**config.mk**
```make
export PLATFORM = sky130hd
export DESIGN_NAME = mem_port_arbiter
export DESIGN_NICKNAME = d
export VERILOG_FILES = /design/src/rtl/mem_arb_pkg.sv /design/src/rtl/mem_arb_pick.sv /design/src/rtl/mem_port_arbiter.sv
export SDC_FILE = /design/constraint.sdc
export NUM_CORES = 1
export LEC_CHECK = 0
export CAP_MARGIN = 20
export CELL_PAD_IN_SITES_DETAIL_PLACEMENT = 1
export CELL_PAD_IN_SITES_GLOBAL_PLACEMENT = 1
export CORE_UTILIZATION = 26
export CTS_CLUSTER_SIZE = 12
export DETAILED_ROUTE_END_ITERATION = 8
export PLACE_DENSITY = 0.8
export SLEW_MARGIN = 20
export SYNTH_ARGS = -nofsm -noshare
export SYNTH_HDL_FRONTEND = slang
export SYNTH_SLANG_ARGS = --single-unit
```
**constraint.sdc**
```tcl
create_clock -name clock -period 1.7 [get_ports clock]
set_clock_uncertainty 0.1 [all_clocks]
set_input_delay 0.34 -clock clock [delete_from_list [all_inputs] [get_ports clock]]
set_output_delay 0.34 -clock clock [all_outputs]
set_load 0.1 [all_outputs]
```
**src/rtl/mem_arb_pkg.sv**
```systemverilog
// Shared constants for the two-port memory arbiter: FSM state encoding,
// requester port ids and latency-counter width.
package mem_arb_pkg;

  localparam int CNT_W = 4;

  typedef enum logic [1:0] {
    ARB_IDLE  = 2'd0,
    ARB_ISSUE = 2'd1,
    ARB_WAIT  = 2'd2,
    ARB_DONE  = 2'd3
  } arb_state_e;

  localparam logic PORT_I = 1'b0;
  localparam logic PORT_D = 1'b1;

endpackage

```
**src/rtl/mem_arb_pick.sv**
```systemverilog
// Combinational 2-way picker between instruction and data requesters.
// Build option MEM_ARB_DPRIO_EN: port D always wins a tie (else round-robin).
module mem_arb_pick
  import mem_arb_pkg::*;
(
  input  logic i_req,
  input  logic d_req,
  input  logic last_grant,
  output logic any,
  output logic win_id
);

  // Winner selection; a tie goes to the port that was not granted last time.
  always_comb begin
    any    = i_req | d_req;
    win_id = PORT_I;
    if (i_req && d_req) begin
`ifdef MEM_ARB_DPRIO_EN
      win_id = PORT_D;
`else
      win_id = ~last_grant;
`endif
    end else if (d_req) begin
      win_id = PORT_D;
    end else begin
      win_id = PORT_I;
    end
  end

endmodule

```
**src/rtl/mem_port_arbiter.sv**
```systemverilog
// Shares one fixed-latency single-port memory between CPU fetch (I) and
// load/store (D) ports. Tie-break policy selected by MEM_ARB_DPRIO_EN.
module mem_port_arbiter
  import mem_arb_pkg::*;
#(
  parameter int AW      = 32,
  parameter int DW      = 32,
  parameter int MEM_LAT = 2
) (
  input  logic          clock,
  input  logic          reset,
  input  logic          i_req,
  input  logic [AW-1:0] i_addr,
  output logic          i_ack,
  output logic [DW-1:0] i_rdata,
  input  logic          d_req,
  input  logic          d_we,
  input  logic [AW-1:0] d_addr,
  input  logic [DW-1:0] d_wdata,
  output logic          d_ack,
  output logic [DW-1:0] d_rdata,
  output logic          mem_en,
  output logic          mem_we,
  output logic [AW-1:0] mem_addr,
  output logic [DW-1:0] mem_wdata,
  input  logic [DW-1:0] mem_rdata,
  output logic          busy,
  output logic          grant
);

  localparam logic [CNT_W-1:0] LAT_CNT = CNT_W'(MEM_LAT);
  localparam logic [CNT_W-1:0] CNT_ONE = CNT_W'(1'b1);

  arb_state_e           state_q, state_d;
  logic [CNT_W-1:0]     cnt_q, cnt_d;
  logic                 grant_q, grant_d;
  logic                 last_grant_q, last_grant_d;
  logic                 busy_q, busy_d;
  logic                 mem_en_q, mem_en_d;
  logic                 mem_we_q, mem_we_d;
  logic [AW-1:0]        mem_addr_q, mem_addr_d;
  logic [DW-1:0]        mem_wdata_q, mem_wdata_d;
  logic                 i_ack_q, i_ack_d;
  logic                 d_ack_q, d_ack_d;
  logic [DW-1:0]        i_rdata_q, i_rdata_d;
  logic [DW-1:0]        d_rdata_q, d_rdata_d;
  logic                 pick_any_s;
  logic                 pick_win_s;

  mem_arb_pick u_pick (
    .i_req      (i_req),
    .d_req      (d_req),
    .last_grant (last_grant_q),
    .any        (pick_any_s),
    .win_id     (pick_win_s)
  );

  // State and output registers; reset abandons any in-flight access.
  always_ff @(posedge clock) begin
    if (reset) begin
      state_q      <= ARB_IDLE;
      cnt_q        <= '0;
      grant_q      <= 1'b0;
      last_grant_q <= 1'b1;
      busy_q       <= 1'b0;
      mem_en_q     <= 1'b0;
      mem_we_q     <= 1'b0;
      mem_addr_q   <= '0;
      mem_wdata_q  <= '0;
      i_ack_q      <= 1'b0;
      d_ack_q      <= 1'b0;
      i_rdata_q    <= '0;
      d_rdata_q    <= '0;
    end else begin
      state_q      <= state_d;
      cnt_q        <= cnt_d;
      grant_q      <= grant_d;
      last_grant_q <= last_grant_d;
      busy_q       <= busy_d;
      mem_en_q     <= mem_en_d;
      mem_we_q     <= mem_we_d;
      mem_addr_q   <= mem_addr_d;
      mem_wdata_q  <= mem_wdata_d;
      i_ack_q      <= i_ack_d;
      d_ack_q      <= d_ack_d;
      i_rdata_q    <= i_rdata_d;
      d_rdata_q    <= d_rdata_d;
    end
  end

  // Next-state logic: grant, one-cycle strobe, MEM_LAT wait cycles, ack cycle.
  always_comb begin
    state_d      = state_q;
    cnt_d        = cnt_q;
    grant_d      = grant_q;
    last_grant_d = last_grant_q;
    mem_en_d     = 1'b0;
    mem_we_d     = mem_we_q;
    mem_addr_d   = mem_addr_q;
    mem_wdata_d  = mem_wdata_q;
    i_ack_d      = 1'b0;
    d_ack_d      = 1'b0;
    i_rdata_d    = i_rdata_q;
    d_rdata_d    = d_rdata_q;

    case (state_q)
      ARB_IDLE: begin
        if (pick_any_s) begin
          grant_d      = pick_win_s;
          last_grant_d = pick_win_s;
          mem_en_d     = 1'b1;
          cnt_d        = LAT_CNT;
          state_d      = ARB_ISSUE;
          if (pick_win_s == PORT_D) begin
            mem_we_d    = d_we;
            mem_addr_d  = d_addr;
            mem_wdata_d = d_wdata;
          end else begin
            mem_we_d    = 1'b0;
            mem_addr_d  = i_addr;
            mem_wdata_d = '0;
          end
        end else begin
          state_d = ARB_IDLE;
        end
      end
      ARB_ISSUE: begin
        // Counter keeps MEM_LAT here so WAIT spans exactly MEM_LAT cycles.
        state_d = ARB_WAIT;
      end
      ARB_WAIT: begin
        if (cnt_q == CNT_ONE) begin
          state_d = ARB_DONE;
          cnt_d   = '0;
          if (grant_q == PORT_D) begin
            d_ack_d = 1'b1;
            if (!mem_we_q) begin
              d_rdata_d = mem_rdata;
            end else begin
              d_rdata_d = d_rdata_q;
            end
          end else begin
            i_ack_d = 1'b1;
            if (!mem_we_q) begin
              i_rdata_d = mem_rdata;
            end else begin
              i_rdata_d = i_rdata_q;
            end
          end
        end else begin
          cnt_d = cnt_q - CNT_ONE;
        end
      end
      ARB_DONE: begin
        state_d = ARB_IDLE;
      end
      default: begin
        state_d = ARB_IDLE;
      end
    endcase

    busy_d = (state_d != ARB_IDLE);
  end

  assign i_ack     = i_ack_q;
  assign i_rdata   = i_rdata_q;
  assign d_ack     = d_ack_q;
  assign d_rdata   = d_rdata_q;
  assign mem_en    = mem_en_q;
  assign mem_we    = mem_we_q;
  assign mem_addr  = mem_addr_q;
  assign mem_wdata = mem_wdata_q;
  assign busy      = busy_q;
  assign grant     = grant_q;

endmodule
```
---- Word level (Yosys, flattened, before mapping) ----
Index checks and enable logic that the tools add are counted.
Widths: inputs -> output; s select.
storage, ports and cells
  bits in registers ....................... 141
  bits of input ports ..................... 133
  output and inout bits ................... 134
  logic and storage cells ................. 50
operators by class
  add/subtract/negate cells ............... 1
  equality and inequality tests ........... 5
  multiplexer cells ....................... 14
  bitwise gates (word level) .............. 7
  reductions and logical operators ........ 10
operators by type and width
  cell                 number
  $mux 32              2
  $mux 4               2
  $pmux 2 s4           1
  $pmux 4 s2           1
  $reduce_and 4->1     2
  $mux 1               7
  $not 1->1            6
  $eq 2x2->1 const B   2
  $eq 4x1->1 const B   1
  $reduce_and 2->1     2
  $reduce_bool 2->1    2
  $sub 4x1->4 const B  1
  $reduce_or 3->1      1
  $eq 2x1->1 const B   1
  $logic_not 2->1      1
  $mux 2               1
  $ne 2x2->1 const B   1
  $reduce_or 2->1      1
  $logic_and 1x1->1    1
  $or 1x1->1           1

---- Logic depth before layout (Yosys ltp) ----
Gate-level depths: netlist of run 1.
  word-level depth ........................ 4
  depth in mapped cells ................... 8
  depth with buffers taken out ............ 5

---- Cells and area by module ----
A second synthesis of run 1 with hierarchy kept.
unflattened totals
  cell total of the unflattened synthesis .. 595
  area, all modules ....................... 5784.3 sq um
by module, submodules not included
  module            times used  cells each  area each (sq um)  sequential area each (sq um)
  mem_port_arbiter  1           593         5770.5             2822.7
  mem_arb_pick      1           2           13.8               0.0

---- Worst setup path before layout of run 1 ----
Ideal clock, no wire load.
  path kind ............................... reg-to-reg
  start ................................... reg mem_we_q (netlist: mem_we)
  end ..................................... reg d_rdata_q[10] (netlist: d_rdata[10])
  library setup time ...................... 72 ps
  arrival time ............................ 1721 ps
  required time ........................... 1528 ps
  path slack .............................. -193 ps
  stages on the path, launching flop included .. 5
  cells stage by stage .................... dfxtp_1 nand3b_1 buf_2 buf_6 mux2i_1
on the way
  word-level cells in the longest chain between the ends .. 2
RTL lines
  item                        line                    text
  start: declaration          mem_port_arbiter.sv:40  logic mem_we_q, mem_we_d;
  start signal: assignment    mem_port_arbiter.sv:81  mem_we_q <= mem_we_d;
  $not 1->1 (no line)         n/a
  $reduce_and 4->1 (no line)  n/a
  end signal: assignment      mem_port_arbiter.sv:87  d_rdata_q <= d_rdata_d;
  end: declaration            mem_port_arbiter.sv:46  logic [DW-1:0] d_rdata_q, d_rdata_d;
Every way passes these cells.
A chain may end at the register's enable or synchronous reset.

---- Worst setup path after layout of run 1 ----
  start ................................... reg state_q[1]
  end ..................................... reg d_rdata_q[2] (netlist: d_rdata[2])
on the way
  word-level cells in the longest chain between the ends .. 2
RTL lines
  item                        line                     text
  start: declaration          mem_port_arbiter.sv:34   arb_state_e state_q, state_d;
  start signal: assignment    mem_port_arbiter.sv:75   state_q <= state_d;
  $eq 2x2->1                  mem_port_arbiter.sv:106  case (state_q)
  $reduce_and 4->1 (no line)  n/a
Every way passes these cells.

==> flow_summary.json, run 1 <==
{
  "status": "finished clean",
  "synth_area_um2": 5450,
  "coreArea_um2": 20400,
  "die_area_um2": 21600,
  "fin_area_um2": 10800,
  "grt_setup_unrepaired": "yes",
  "antenna_found_initial": 0,
  "static-leakage-power_uw": 0.00431,
  "cp_common_cell": "buf_6",
  "final_common_cell": "nand2_1",
  "tightest_slew_ns": 0.396,
  "cts.sinks": 141,
  "cp.arrival_ns": 1.90,
  "grt_start_max_net_pins": 43,
  "finalCriticalPeriod_ns": 1.68,
  "yosysSeqAreaShare_pct": 51.8,
  "fin_crit_sh_pct": 98.7,
  "utilization_pct": 52.8,
  "max-cap-violations": 0,
  "antenna_cells": 0,
  "io_pins": 267,
  "critPathSlowestCell": "dfxtp_2",
  "syn-instance-count": 597,
  "cp.required_ns": 1.92,
  "cts_tree": "yes",
  "yosys_warnings": 0,
  "fp.dieW_um": 147,
  "dp_hpwl_um": 14800,
  "ir_drop_uv": 639,
  "startpoint_type": "flop",
  "via_per_inst": 4.78,
  "die_h_um": 147,
  "drt_iter0_markers": 135,
  "p_per_area_nw_per_um2": 1040,
  "htree_levels": 4,
  "relSlewSlack_pct": 73.5,
  "row_count": 52,
  "gp_congestion": 0.754,
  "setup_viol": 0,
  "maxSlewViolCount": 0,
  "area.growth.synth_to_final_pct": 97.4,
  "hold_class": "in -> reg",
  "initial_core_util_pct": 26.8,
  "path_cells": "buf_6 -> ha_4 -> and4bb_2 -> nand3b_1 -> buf_6 -> buf_12 -> mux2i_1",
  "drive_gt1_share_pct": 25.7,
  "track_usage_pct": 18.9,
  "clock-root-buffer": "clkbuf_16",
  "drc": 0,
  "wirelength_um": 21000,
  "hold_viol": 0,
  "port_buffers": 266,
  "setup.worst_path.end_class": "flop",
  "path_class": "reg -> reg",
  "clock_path_buffers": 2,
  "layout_common_cells": "163 x nand2_1, 145 x buf_12, 137 x dfxtp_1",
  "ctsHoldBuffers": 0,
  "gr-total-overflow": 0,
  "grt_pass1_vias": 5858,
  "synth_nets": 735,
  "num_vias": 5530,
  "grt_pass1_wl_um": 31800,
  "nNetsFinal": 1014,
  "clkLatencyLatePin_ns": 0.41,
  "synth_area_per_cell_um2": 9.13,
  "slowest_delay_ns": 0.32,
  "path_max_fanout": 8,
  "wl_per_cell_um": 18.1,
  "ys_seq_elements": 141,
  "yosys.cell_types.count": 31,
  "numCtsBuffers": 17,
  "clk_pin_slew_ns": 0.06,
  "placed_cell_area_um2": 9960,
  "clock.fmax_ghz": 0.596,
  "dr.pass1.iters": 4,
  "drtAntennaViolNets": 0
}
[synth_stat cells (all sizes together)]
library cell / count / area share (%)
a211o: 1 / 0.16
a21bo: 1 / 0.18
a21boi: 1 / 0.14
a21oi: 5 / 0.46
a31oi: 33 / 3.8
a32oi: 33 / 5.3
and3: 1 / 0.11
and4bb: 1 / 0.23
buf: 28 / 3.2
clkbuf: 22 / 1.5
dfxtp: 141 / 52
ha: 5 / 1.1
inv: 7 / 0.48
mux2i: 64 / 12
nand2: 163 / 11
nand3b: 1 / 0.14
nand4bb: 1 / 0.21
nor2: 36 / 2.5
nor2b: 2 / 0.23
nor3: 2 / 0.39
nor3b: 2 / 0.28
o21a: 1 / 0.14
o21ai: 40 / 3.7
o311ai: 2 / 0.32
o31a: 1 / 0.16
or4: 1 / 0.14
or4b: 2 / 0.37
[critical path, delay by kind of cell, from the launching register on]
kind | cells | cell delay, ns
adder cells (fa/ha/maj) | 1 | 0.16
AND/OR/NAND/NOR | 2 | 0.33
buffers and inverters | 3 | 0.41
flip-flops | 1 | 0.32
multiplexers | 1 | 0.25
[worst paths after layout]
path | from | end | slack [ns] | cells past startpoint
setup reg to reg | state_q[1]$_SDFF_PP0_ | d_rdata[2]$_SDFFE_PP0P_ | 0.02 | 7
setup / recovery | state_q[1]$_SDFF_PP0_ | d_rdata[2]$_SDFFE_PP0P_ | 0.02 | 7
hold reg to reg | i_rdata[15]$_SDFFE_PP0P_ | i_rdata[15]$_SDFFE_PP0P_ | 0.39 | 2
hold / removal | i_addr[8] | mem_addr[8]$_SDFFE_PP0P_ | 0.39 | 3
[power by group]
group / switching, uW / internal [uW] / total [uW]
registers: 234 / 3530 / 3770
logic: 2250 / 1440 / 3690
clock network: 1540 / 2160 / 3700
total: 4020 / 7130 / 11200
[sequential cells by signal, indices dropped and copies added, names as in the netlist, 2 cells and up]
register / cells
d_rdata: 32
i_rdata: 32
mem_addr: 32
mem_wdata: 32
cnt_q: 4
state_q: 2
[final cells by class]
class,instances,area (um^2)
inverters,7,27.5
repair buffers,310,4580
flip-flops and latches,141,2830
clock buffers,18,429
fillers,2109,9600
clock inverters,13,141
well taps,270,338
multi-input cells,399,2420
[layer usage]
metal / vias to the layer above / track usage [%] / part of all wire, %
met5: - / 0 / 0
met4: 0 / 5.63 / 1.4
met3: 23 / 6.49 / 7.7
met2: 206 / 33.3 / 51
met1: 2677 / 21.4 / 39
li1: 2624 / - / -
[through the flow]
stage               total power [uW]  worst slack, ns  setup TNS (ns)  cells  hold WS, ns
floorplan                       5810           0.0774               0    597        0.359
global placement                7430           -0.282          -14.07   1119        0.379
detailed placement              7490           -0.321          -19.80   1119        0.384
CTS                            11300        -0.000250       -0.000250   1155        0.362
global route                   11600          -0.0384          -0.124   1158        0.383
finish                         11200           0.0224               0   1158        0.386
[cells by family (layout without fill, tap and decap cells)]
| logic type | Yosys count | count (layout) | share of synthesized area, % |
|---|---|---|---|
| AND/OR/NAND/NOR | 212 | 212 | 15.8 |
| adder cells (fa/ha/maj) | 5 | 5 | 1.15 |
| multiplexers | 64 | 64 | 11.8 |
| AO/OA/AOI/OAI | 118 | 118 | 14.3 |
| buffers and inverters | 57 | 348 | 5.21 |
| flip-flops | 141 | 141 | 51.8 |
[repair_timing]
item                                   in CTS  in global routing
setup endpoints to repair                  31                 39
buffers inserted                            3                  1
pin swaps                                   2                  2
endpoints found under the hold margin       0                  0
gates resized for setup                    17                  3
gates cloned                                2                  3
(Power assumes the default switching activity.)
==> inputs of run 2 (changes only) <==
--- a/config.mk
+++ b/config.mk
@@ -8,11 +8,12 @@
 export CAP_MARGIN = 20
 export CELL_PAD_IN_SITES_DETAIL_PLACEMENT = 1
 export CELL_PAD_IN_SITES_GLOBAL_PLACEMENT = 1
-export CORE_UTILIZATION = 26
+export CORE_UTILIZATION = 27
 export CTS_CLUSTER_SIZE = 12
 export DETAILED_ROUTE_END_ITERATION = 8
 export PLACE_DENSITY = 0.8
 export SLEW_MARGIN = 20
 export SYNTH_ARGS = -nofsm -noshare
 export SYNTH_HDL_FRONTEND = slang
+export SYNTH_HIERARCHICAL = 1
 export SYNTH_SLANG_ARGS = --single-unit
==> constraint.sdc (replaced) <==
create_clock -name clock -period 1.7 [get_ports clock]
set_clock_uncertainty 0.1 [all_clocks]
set_input_delay 0.425 -clock clock [delete_from_list [all_inputs] [get_ports clock]]
set_output_delay 0.425 -clock clock [all_outputs]
set_load 0.1 [all_outputs]
==> run 2 against run 1 <==
  * The flow now finishes with violations (setup timing)
  * Routed wire length up 1.9%
  * Combinational power up 5%
  * Power rose by 0.33%
  * Register-to-register slack got worse by 0.15 ns
  * Critical endpoint is now d_rdata[19]$_SDFFE_PP0P_
==> flow_summary.json, run 2 <==
{
  "setup_viol": 33,
  "holdWs_ns": 0.337,
  "die_area_um2": 22000,
  "path_max_fanout": 16,
  "io_pins": 267,
  "min_path_cells": 3,
  "dp.cells": 1124,
  "dr.pass1.iters": 4,
  "yosys.cell_types.count": 30,
  "path_class": "reg -> reg",
  "static-leakage-power_uw": 0.00448,
  "place_worst_setup_slack_ns": -0.459,
  "synth_edf_count": 0,
  "area.growth.synth_to_final_pct": 97.0,
  "relSlewSlack_pct": 83.1,
  "finalCriticalPeriod_ns": 1.82,
  "hold_viol": 0,
  "cp.arrival_ns": 2.02,
  "setup_ws_ns": -0.124,
  "synth_area_per_cell_um2": 9.72,
  "numCtsBuffers": 17,
  "cts.sinks": 141,
  "seqPwrFrac_pct": 33.5,
  "tightest_slew_ns": 0.247,
  "setup.worst_path.end_class": "flop",
  "yosysSeqAreaShare_pct": 48.8,
  "initial_core_util_pct": 27.5,
  "hold_path_end": "i_rdata[17]$_SDFFE_PP0P_",
  "slowest_delay_ns": 0.60,
  "rr_worst_depth": 6,
  "clkLatencyLatePin_ns": 0.41,
  "die_h_um": 148,
  "status": "finished, violations left",
  "final_common_cell": "buf_12",
  "dp_hpwl_um": 14900,
  "reg2reg_slack_ns": -0.12,
  "layout_common_cells": "151 x buf_12, 136 x dfxtp_1, 130 x clkdlybuf4s50_1",
  "synth_area_um2": 5780,
  "gr-total-overflow": 0,
  "antenna_found_initial": 0,
  "yosysTopAreaCellShare_pct": 48.8,
  "drc": 0,
  "via_per_inst": 4.65,
  "drtAntennaViolNets": 0,
  "startpoint_type": "flop",
  "grt_pass1_vias": 5874,
  "synth.largest_area_cell": "dfxtp_1",
  "coreArea_um2": 21000,
  "ir_drop_uv": 499,
  "path_cells": "inv_2 -> ha_4 -> nand3b_4 -> or4b_4 -> buf_16 -> mux2i_2",
  "ys_seq_elements": 141,
  "grt_pass1_wl_um": 32200,
  "max-cap-violations": 0,
  "syn-instance-count": 595,
  "track_usage_pct": 19.1,
  "synthArstFlopShare_pct": 0,
  "clock_path_buffers": 2,
  "nNetsFinal": 1022,
  "wirelength_um": 21400,
  "htree_levels": 4,
  "fp.dieW_um": 148,
  "crit_family": "simple AND/OR/NAND/NOR gates",
  "port_buffers": 266,
  "drive_gt1_share_pct": 27.9,
  "synth_common_cells": "141 x dfxtp_1, 97 x mux2i_1, 97 x nand2b_1",
  "synth_area_leaders": "dfxtp_1 49%, mux2i_1 17%, nand2b_1 10%, a211oi_1 4.3%, a21oi_1 3.5%",
  "gp_congestion": 0.761,
  "maxSlewViolCount": 0,
  "fin_crit_sh_pct": 107,
  "antenna_cells": 0,
  "cp_num_buf_inv": 2,
  "stdcell_count": 1172,
  "finalSetupTns_ns": -2.42,
  "p_per_area_nw_per_um2": 982,
  "post-synth-top-count-cell": "dfxtp_1",
  "worst_hold_startpoint": "reset",
  "critPathSlowestCell": "or4b_4",
  "p_total_uw": 11200,
  "clkPwrFrac_pct": 32.0,
  "p_int_uw": 7210,
  "cp.required_ns": 1.90,
  "reg2reg_from": "cnt_q[1]$_SDFFE_PP0P_",
  "clk_pin_slew_ns": 0.06,
  "ctsHoldBuffers": 0,
  "violations": "setup timing",
  "drt_iter0_markers": 124,
  "hold_class": "in -> reg",
  "grt_setup_unrepaired": "yes",
  "dominantRegCellSynth": "dfxtp_1",
  "netSwitchingFraction_pct": 35.6,
  "grt_start_max_net_pins": 55,
  "p_comb_share_pct": 34.5,
  "wl_per_cell_um": 18.3,
  "synth_nets": 733,
  "clock.fmax_ghz": 0.548,
  "num_vias": 5453,
  "yosys_warnings": 6,
  "clock-root-buffer": "clkbuf_16",
  "rr_endpoint": "d_rdata[19]$_SDFFE_PP0P_",
  "cts_tree": "yes",
  "net-switching-power_uw": 3980,
  "row_count": 53
}
-- run 2: changes by cell type after synthesis, moves of 4 or more --
cell,previous run,this run
nand2_1,163,40
nand2b_1,0,97
o21ai_0,39,2
a21oi_1,5,41
a211oi_1,0,33
a31oi_1,33,0
a32oi_1,33,0
mux2i_1,64,97
nand3_1,0,33
buf_2,20,4
clkbuf_1,22,33
buf_6,6,2
-- run 2: area by class of cell --
type                       instances  area (um^2)
tap                              275          344
multi-input combinational        400         2860
inverter                           5         18.8
clock buffer                      20          447
fill                            2129         9630
sequential                       141         2830
clock inverter                    12          113
timing repair buffer             319         4780
-- run 2: worst max-delay path by stage --
stage,start,end,depth (start not counted)
4_1_cts,state_q[0]$_SDFF_PP0_,d_rdata[28]$_SDFFE_PP0P_,6
5_1_grt,cnt_q[1]$_SDFFE_PP0P_,d_rdata[19]$_SDFFE_PP0P_,6
6_report,cnt_q[1]$_SDFFE_PP0P_,d_rdata[19]$_SDFFE_PP0P_,6
2_1_floorplan,state_q[0]$_SDFF_PP0_,d_rdata[10]$_SDFFE_PP0P_,8
3_5_place_dp,i_req,mem_addr[23]$_SDFFE_PP0P_,6
3_3_place_gp,i_req,mem_addr[9]$_SDFFE_PP0P_,7
-- run 2: cell families (layout without fill, tap and decap cells) --
family	count (synthesis)	in the layout	synth area share (%)
compound gates	79	79	8.44
mux	97	97	16.8
buf+inv	54	356	4.63
simple gates	219	219	20.3
flops	141	141	48.8
fa+ha+maj	5	5	1.08
-- run 2: repair_timing --
action	4_1_cts	5_1_grt
endpoints found under the setup margin	67	84
setup buffers	2	5
endpoints found under the hold margin	0	0
pin swaps	0	3
gates resized for setup	13	21
cloned	3	6
-- run 2: power by group through the flow --
stage / Combinational [uW] / Sequential, uW / Clock (uW)
6_report: 3870 / 3750 / 3580
5_1_grt: 4030 / 3770 / 3840
4_1_cts: 3670 / 3750 / 3670
3_5_place_dp: 3640 / 3810 / 0
3_3_place_gp: 3570 / 3800 / 0
2_1_floorplan: 735 / 5040 / 0
-- run 2: routing by layer --
metal | GRT usage [%] | wire length, um
met4 | 6.24 | 501
met1 | 20.0 | 8120
met5 | 0 | 0
met3 | 6.56 | 1600
met2 | 35.3 | 11200
-- run 2: worst reg2reg max path: cells and delay by family, from the launching register on --
kind                       cells  cell delay [ns]
buffers and inverters          2             0.30
muxes                          1             0.17
adders and majority gates      1             0.15
and+or+nand+nor                2             0.67
DFF                            1             0.32
-- run 2: metrics by stage --
| step | cell area [um^2] | utilization (%) |
|---|---|---|
| after floorplan | 5800 | - |
| after global placement | 10400 | 49.4 |
| after detailed placement | 10400 | 49.4 |
| after CTS | 11100 | 52.7 |
| after global routing | 11400 | 54.2 |
| final | 11400 | 54.2 |
